[config.mk]
export PLATFORM = sky130hd
export DESIGN_NAME = spi_burst_reader_flat
export DESIGN_NICKNAME = d
export VERILOG_FILES = /design/src/rtl/spi_burst_reader_if.sv /design/src/rtl/spi_burst_reader.sv /design/src/flat_wrapper.sv
export SDC_FILE = /design/constraint.sdc
export NUM_CORES = 1
export LEC_CHECK = 0
export CAP_MARGIN = 0
export CORE_MARGIN = 4
export CORE_UTILIZATION = 35
export CTS_CLUSTER_DIAMETER = 200
export DETAILED_ROUTE_END_ITERATION = 6
export GPL_TIMING_DRIVEN = 1
export PLACE_DENSITY = 0.62
export SYNTH_ARGS = -nofsm -noshare
export SYNTH_HDL_FRONTEND = slang
export SYNTH_SLANG_ARGS = --single-unit
[constraint.sdc]
create_clock -name clk -period 6.7 [get_ports clk]
set_clock_uncertainty 0.1 [all_clocks]
set_input_delay 1.34 -clock clk [delete_from_list [all_inputs] [get_ports clk]]
set_output_delay 1.34 -clock clk [all_outputs]
set_load 0.01 [all_outputs]
[src/rtl/spi_burst_reader_if.sv]
// Byte-level handshake between the burst reader (master) and the SPI shift engine (slave).
interface spi_burst_reader_if;
    logic [7:0] spi_tx_data;
    logic       start;
    logic [7:0] spi_rx_data;
    logic       spi_byte_done;

    modport master (
        output spi_tx_data,
        output start,
        input  spi_rx_data,
        input  spi_byte_done
    );

    modport slave (
        input  spi_tx_data,
        input  start,
        output spi_rx_data,
        output spi_byte_done
    );
endinterface

[src/rtl/spi_burst_reader.sv]
// ADXL362 burst reader: one ncs_o window of 0x0B, START_ADDR, NUM_BYTES dummy reads -> data_o.
// SPI_BURST_INIT_WRITE_EN: one POWER_CTL measurement-mode write burst after reset, before any read.
module spi_burst_reader #(
    parameter int unsigned NUM_BYTES   = 6,
    parameter logic [7:0]  START_ADDR  = 8'h0E,
    parameter int unsigned POLL_PERIOD = 10000,
    parameter int unsigned NCS_GAP     = 8,
    parameter bit          AUTO_POLL   = 1'b1
) (
    input  logic                   clk,
    input  logic                   rst,
    input  logic                   trigger_i,
    spi_burst_reader_if.master     spi,
    output logic                   ncs_o,
    output logic                   clk_enable,
    output logic [NUM_BYTES*8-1:0] data_o,
    output logic                   data_valid,
    output logic                   busy,
    output logic                   overrun
);
    localparam int IDXW = (NUM_BYTES > 1) ? $clog2(NUM_BYTES) : 1;
    localparam int PCW  = (POLL_PERIOD > 1) ? $clog2(POLL_PERIOD) : 1;
    localparam int GW   = (NCS_GAP > 1) ? $clog2(NCS_GAP) : 1;
    localparam logic [IDXW-1:0] IDX_LAST  = IDXW'(NUM_BYTES - 1);
    localparam logic [PCW-1:0]  POLL_LAST = PCW'(POLL_PERIOD - 1);
    localparam logic [GW-1:0]   GAP_LAST  = GW'(NCS_GAP - 1);

    typedef enum logic [3:0] {
        S_IDLE, S_CMD, S_ADDR, S_READ, S_DONE, S_GAP
`ifdef SPI_BURST_INIT_WRITE_EN
        , S_INIT_CMD, S_INIT_ADDR, S_INIT_DATA
`endif
    } state_e;

    state_e                 state_q, state_d;
    logic [IDXW-1:0]        idx_q, idx_d;
    logic [PCW-1:0]         poll_q;
    logic [GW-1:0]          gap_q, gap_d;
    logic                   pending_q, pending_d;
    logic [NUM_BYTES*8-1:0] shadow_q, shadow_d;
    logic [NUM_BYTES*8-1:0] data_q, data_d;
    logic [7:0]             tx_q, tx_d;
    logic                   start_q, start_d;
    logic                   ncs_q, ncs_d;
    logic                   clk_en_q, clk_en_d;
    logic                   dv_q, dv_d;
    logic                   busy_q, busy_d;
    logic                   ovr_q, ovr_d;
    logic                   tick, req, launch, queue_req;
`ifdef SPI_BURST_INIT_WRITE_EN
    logic                   init_done_q, init_done_d;
`endif

    assign tick = AUTO_POLL && (poll_q == POLL_LAST);
    assign req  = tick | trigger_i;

    always_comb begin
        state_d   = state_q;
        idx_d     = idx_q;
        gap_d     = gap_q;
        pending_d = pending_q;
        shadow_d  = shadow_q;
        data_d    = data_q;
        tx_d      = tx_q;
        start_d   = 1'b0;
        ncs_d     = ncs_q;
        clk_en_d  = clk_en_q;
        dv_d      = 1'b0;
        busy_d    = busy_q;
        ovr_d     = 1'b0;
        launch    = 1'b0;
        queue_req = 1'b1;
`ifdef SPI_BURST_INIT_WRITE_EN
        init_done_d = init_done_q;
`endif
        case (state_q)
            S_IDLE: begin
                queue_req = 1'b0;
`ifdef SPI_BURST_INIT_WRITE_EN
                if (!init_done_q) begin
                    state_d   = S_INIT_CMD;
                    ncs_d     = 1'b0;
                    clk_en_d  = 1'b1;
                    busy_d    = 1'b1;
                    tx_d      = 8'h0A;
                    start_d   = 1'b1;
                    pending_d = req;
                end else
`endif
                if (req) launch = 1'b1;
            end
            S_CMD: if (spi.spi_byte_done) begin
                state_d = S_ADDR;
                tx_d    = START_ADDR;
                start_d = 1'b1;
            end
            S_ADDR: if (spi.spi_byte_done) begin
                state_d = S_READ;
                tx_d    = 8'h00;
                start_d = 1'b1;
                idx_d   = '0;
            end
            S_READ: if (spi.spi_byte_done) begin
                shadow_d[{idx_q, 3'b000} +: 8] = spi.spi_rx_data;
                if (idx_q == IDX_LAST) begin
                    state_d = S_DONE;
                end else begin
                    idx_d   = idx_q + 1'b1;
                    start_d = 1'b1;
                end
            end
            S_DONE: begin
                state_d  = S_GAP;
                gap_d    = '0;
                data_d   = shadow_q;
                dv_d     = 1'b1;
                ncs_d    = 1'b1;
                clk_en_d = 1'b0;
            end
            S_GAP: begin
                if (gap_q == GAP_LAST) begin
                    queue_req = 1'b0;
                    // A pending request is consumed first; a fresh one this cycle re-arms pending.
                    if (pending_q || req) begin
                        launch    = 1'b1;
                        pending_d = pending_q && req;
                    end else begin
                        state_d = S_IDLE;
                        busy_d  = 1'b0;
                    end
                end else begin
                    gap_d = gap_q + 1'b1;
                end
            end
`ifdef SPI_BURST_INIT_WRITE_EN
            S_INIT_CMD: if (spi.spi_byte_done) begin
                state_d = S_INIT_ADDR;
                tx_d    = 8'h2D;
                start_d = 1'b1;
            end
            S_INIT_ADDR: if (spi.spi_byte_done) begin
                state_d = S_INIT_DATA;
                tx_d    = 8'h02;
                start_d = 1'b1;
            end
            S_INIT_DATA: if (spi.spi_byte_done) begin
                state_d     = S_GAP;
                gap_d       = '0;
                ncs_d       = 1'b1;
                clk_en_d    = 1'b0;
                init_done_d = 1'b1;
            end
`endif
            default: begin
                queue_req = 1'b0;
                state_d   = S_IDLE;
            end
        endcase

        if (launch) begin
            state_d  = S_CMD;
            ncs_d    = 1'b0;
            clk_en_d = 1'b1;
            busy_d   = 1'b1;
            tx_d     = 8'h0B;
            start_d  = 1'b1;
        end

        if (queue_req && req) begin
            if (pending_q) ovr_d = 1'b1;
            else           pending_d = 1'b1;
        end
    end

    always_ff @(posedge clk) begin
        if (rst) begin
            state_q   <= S_IDLE;
            idx_q     <= '0;
            poll_q    <= '0;
            gap_q     <= '0;
            pending_q <= 1'b0;
            shadow_q  <= '0;
            data_q    <= '0;
            tx_q      <= 8'h00;
            start_q   <= 1'b0;
            ncs_q     <= 1'b1;
            clk_en_q  <= 1'b0;
            dv_q      <= 1'b0;
            busy_q    <= 1'b0;
            ovr_q     <= 1'b0;
`ifdef SPI_BURST_INIT_WRITE_EN
            init_done_q <= 1'b0;
`endif
        end else begin
            state_q   <= state_d;
            idx_q     <= idx_d;
            poll_q    <= (poll_q == POLL_LAST) ? '0 : poll_q + 1'b1;
            gap_q     <= gap_d;
            pending_q <= pending_d;
            shadow_q  <= shadow_d;
            data_q    <= data_d;
            tx_q      <= tx_d;
            start_q   <= start_d;
            ncs_q     <= ncs_d;
            clk_en_q  <= clk_en_d;
            dv_q      <= dv_d;
            busy_q    <= busy_d;
            ovr_q     <= ovr_d;
`ifdef SPI_BURST_INIT_WRITE_EN
            init_done_q <= init_done_d;
`endif
        end
    end

    assign spi.spi_tx_data = tx_q;
    assign spi.start       = start_q;
    assign ncs_o           = ncs_q;
    assign clk_enable      = clk_en_q;
    assign data_o          = data_q;
    assign data_valid      = dv_q;
    assign busy            = busy_q;
    assign overrun         = ovr_q;
endmodule

[src/flat_wrapper.sv]
// flat-port wrapper written by rule: the top's interface ports become plain ports
module spi_burst_reader_flat 
#(
    parameter int unsigned NUM_BYTES   = 6,
    parameter logic [7:0]  START_ADDR  = 8'h0E,
    parameter int unsigned POLL_PERIOD = 10000,
    parameter int unsigned NCS_GAP     = 8,
    parameter bit          AUTO_POLL   = 1'b1
)
  (clk, rst, trigger_i, ncs_o, clk_enable, data_o, data_valid, busy, overrun, spi_spi_tx_data, spi_start, spi_spi_rx_data, spi_spi_byte_done);
  spi_burst_reader_if spi_i ();
  input  logic clk;
  input  logic rst;
  input  logic trigger_i;
  output logic ncs_o;
  output logic clk_enable;
  output logic [NUM_BYTES*8-1:0] data_o;
  output logic data_valid;
  output logic busy;
  output logic overrun;
  output wire logic [$bits(spi_i.spi_tx_data)-1:0] spi_spi_tx_data;
  output wire logic [$bits(spi_i.start)-1:0] spi_start;
  input wire logic [$bits(spi_i.spi_rx_data)-1:0] spi_spi_rx_data;
  input wire logic [$bits(spi_i.spi_byte_done)-1:0] spi_spi_byte_done;
  assign spi_spi_tx_data = spi_i.spi_tx_data;
  assign spi_start = spi_i.start;
  assign spi_i.spi_rx_data = spi_spi_rx_data;
  assign spi_i.spi_byte_done = spi_spi_byte_done;
  spi_burst_reader #(.NUM_BYTES(NUM_BYTES), .START_ADDR(START_ADDR), .POLL_PERIOD(POLL_PERIOD), .NCS_GAP(NCS_GAP), .AUTO_POLL(AUTO_POLL)) u_core (.clk(clk), .rst(rst), .trigger_i(trigger_i), .spi(spi_i), .ncs_o(ncs_o), .clk_enable(clk_enable), .data_o(data_o), .data_valid(data_valid), .busy(busy), .overrun(overrun));
endmodule
==> results.txt <==
----------------------------------------------------
[Cells and area]
  Filler cell count in the final layout ... 1329
  Number of nets at the end of the flow ... 662
  Top library cells by usage in the layout, fill and taps aside ... 137 x nand2_1, 129 x dfxtp_1, 82 x a21oi_1
  Synth-to-layout area growth ... 27.90%
  Layout cell share with drive strength beyond 1 ... 6.250%
  Non-filler cells, final ... 836
  Flip-flop and latch area ... 2582 um2
  Area of combinational cells with multiple inputs ... 2240 um2
  Leading cell type in the layout, fill and taps excluded ... nand2_1
  # diodes ... 0

[Global route]
  Via count of the first global-routing pass ... 4005
  Global-route wire length before repair ... 19360 um
  Number of antenna violations at the first check in global routing ... 0
  Total global routing track utilization ... 14.70%
  Pin count of the biggest net entering global routing ... 118
  Gr ovfl total ... 0

[Clocking]
  CTS Buf Count ... 17
  Post-CTS repair timing setup buffer count ... 0
  CTS hold repair buffers ... 0
  CTS tree ... yes
  # resized after CTS ... 0
  Number of clock sinks ... 129
  Clock transition at path regs ... 60 ps
  Depth of the CTS H-tree ... 4
  Root cell of the clock tree ... clkbuf_16
  Worst-Skew Late Latency ... 410 ps
  Maximum clock path buffer count ... 2

[Flow run]
  Max-cap violations ... 0

[Placed design]
  HPWL after detailed placement ... 7566 um
  Buffers on Ports ... 69
  Place WS ... 3100 ps
  Cells after DPL ... 804
  Placer congestion estimate ... 0.7963

[Critical path]
  Critical register-to-register path endpoint ... u_core.shadow_q[0]
  Worst Reg-to-Reg Cells ... 7
  Largest fanout on the critical path ... 13
  Kind of critical path ... in -> reg
  Required time of the critical path ... 6850 ps
  Endpoint class of the critical path ... flip-flop
  Reg2reg setup slack ... 3550 ps
  Worst setup path startpoint ... spi_spi_byte_done
  Startpoint kind of the worst setup timing path ... input port
  Launching point of the worst reg2reg path ... u_core.idx_q[0]
  Data arrival, critical path ... 3370 ps

[Yosys]
  Proportion of synthesized area in mux cells ... 5.615%
  Synthesized area per cell ... 8.455 um2
  Syn. warnings ... 0
  Fraction of the mapped netlist area in compound gates ... 12.33%
  Number of enable-type register cells in the synthesized netlist ... 0
  Proportion of synthesized chip area in sequential cells ... 51.51%
  Xor-xnor portion of the synthesized cell area ... 2.096%
  Combinational family with the most area after synthesis ... simple AND/OR/NAND/NOR gates
  Adder and majority gate portion of the synthesized area ... 1.747%
  Proportion of register bits with asynchronous set or reset after synthesis ... 0%
  Number of synthesized register bits ... 129
  Simple-gate portion of the synthesized area ... 22.39%
  Top flip-flop cell by instance count after synthesis ... dfxtp_1
  Total standard cell area after synthesis ... 5014 um2
  Number of unique standard cell types used by synthesis ... 46
  Post-Synthesis Cells ... 593

[STA]
  Max Slew Vio Count ... 0
  Measured slew at the worst slew-check pin ... 1206 ps
  Number of endpoints with negative hold slack in the final report ... 0
  Worst rel slew slack ... 19.58%
  Fin worst setup slack ... 3475 ps
  Unrepaired setup endpoints after global routing ... no
  Min Tclk post-route ... 3225 ps
  Total Neg Setup Slack ... 0 ps
  Final setup violating endpoints ... 0
  Upper clock frequency limit ... 310.1 MHz
  Final period util ... 48.13%

[Hold path]
  Class of the tightest hold or removal check ... reg -> reg
  Hold EP ... u_core.poll_q[0]
  Origin of the worst min-delay path ... u_core.poll_q[0]
  Cell count of the worst hold path ... 1

[Routing]
  Total DRC errors in the routed layout ... 0
  Average routed wire per standard cell ... 13.94 um
  First-pass iteration count of the detailed router ... 4
  Total detailed-routing wirelength ... 11650 um
  Via-per-instance ratio ... 4.941
  Remaining antenna violation count after routing ... 0
  Total via count after detailed routing ... 4131
  Number of DRC markers in iteration 0 ... 251

[Die]
  Area inside the core boundary ... 13930 um2
  Top Ports ... 74
  Number of core rows ... 43
  Width of the die ... 127.7 um
  Area of the die ... 16300 um2
  Starting utilization of the core area ... 35.98%
  Die span in y ... 127.7 um

[Power]
  Maximum resistive drop on vdd ... 142.0 uV
  Power density over the cells ... 285.2 nW/um2
  Leak Pwr ... 2.226 nW

[Run status]
  Status ... completed

----------------------------------------------------
report_power, final:
part           switching (W)  internal [W]
Clock               0.000335      0.000653
Combinational      0.0000360     0.0000221
Sequential        0.00000838      0.000774
state kept, by name, indices dropped and copies added (netlist names), 3 cells and up:
register                cells
u_core.state_q              3
u_core.data_o              48
u_core.shadow_q            48
u_core.poll_q              14
u_core.idx_q                3
u_core.spi.spi_tx_data      3
u_core.gap_q                3
cell type report:
type                            count  area share, %
Timing Repair Buffer               70          10.85
Multi-Input combinational cell    419          34.93
Tap cell                          180          3.512
Inverter                            6         0.3512
Sequential cell                   129          40.27
Clock inverter                     12          2.810
Clock buffer                       20          7.278
worst max-delay path by stage:
| stage | end | depth (start not counted) |
|---|---|---|
| 2_1_floorplan | u_core.shadow_q[16] | 7 |
| 3_3_place_gp | u_core.shadow_q[24] | 6 |
| 3_5_place_dp | u_core.shadow_q[28] | 6 |
| 4_1_cts | u_core.shadow_q[28] | 6 |
| 5_1_grt | u_core.shadow_q[1] | 7 |
| 6_report | u_core.shadow_q[28] | 6 |
metrics by stage:
| stage | power (W) | utilization (%) | hold slack, ps | instance area, um2 |
|---|---|---|---|---|
| floorplan | 0.0008303 | - | 317.5 | 5025 |
| global placement | 0.0008557 | 41.38 | 331.0 | 5766 |
| detailed placement | 0.0008570 | 41.38 | 334.8 | 5766 |
| CTS | 0.001849 | 46.02 | 345.7 | 6412 |
| global route | 0.001894 | 46.02 | 372.7 | 6412 |
| finish | 0.001829 | 46.02 | 341.6 | 6412 |
synth_stat cells (all sizes together) (2+ instances only):
library cell / number / area [um2]
nand2: 137 / 514.2
dfxtp: 129 / 2582
a21oi: 82 / 410.4
nor2: 57 / 214.0
clkbuf: 29 / 108.9
mux2i: 27 / 270.3
nand3: 25 / 125.1
buf: 13 / 81.32
o21ai: 11 / 55.05
ha: 7 / 87.58
nand2b: 7 / 43.79
nor3: 7 / 51.30
xor2: 7 / 61.31
inv: 6 / 22.52
nand4: 5 / 31.28
xnor2: 5 / 43.79
a22oi: 4 / 30.03
a211oi: 3 / 22.52
and3: 3 / 18.77
nor2b: 3 / 18.77
a41o: 2 / 20.02
and2: 2 / 12.51
nor4: 2 / 12.51
nor4b: 2 / 17.52
routing by layer:
metal  track usage [%]  vias up  part of all wire, %
met3             4.167       18                  6.7
met4             6.991        0                  2.1
met2             23.69       99                   48
met1             18.18     1936                   44
met5                 0        -                    0
li1                  -     2078                    -
worst max-delay path, stage by stage:
cell and delay [ps]:
clkdlybuf4s50_1 600, and4b_1 400, nand3_1 130, nor3_2 580
mux2i_1 260, nor2_1 60
kinds of logic (layout without fill, tap and decap cells):
group | count (synthesis) | after routing
flip-flops | 129 | 129
multiplexers | 28 | 28
XOR/XNOR | 12 | 12
buffers and inverters | 48 | 108
AO/OA/AOI/OAI | 110 | 110
other | 1 | 4
AND/OR/NAND/NOR | 258 | 258
adder cells (fa/ha/maj) | 7 | 7
No activity file was read; power rests on OpenSTA's default activity.
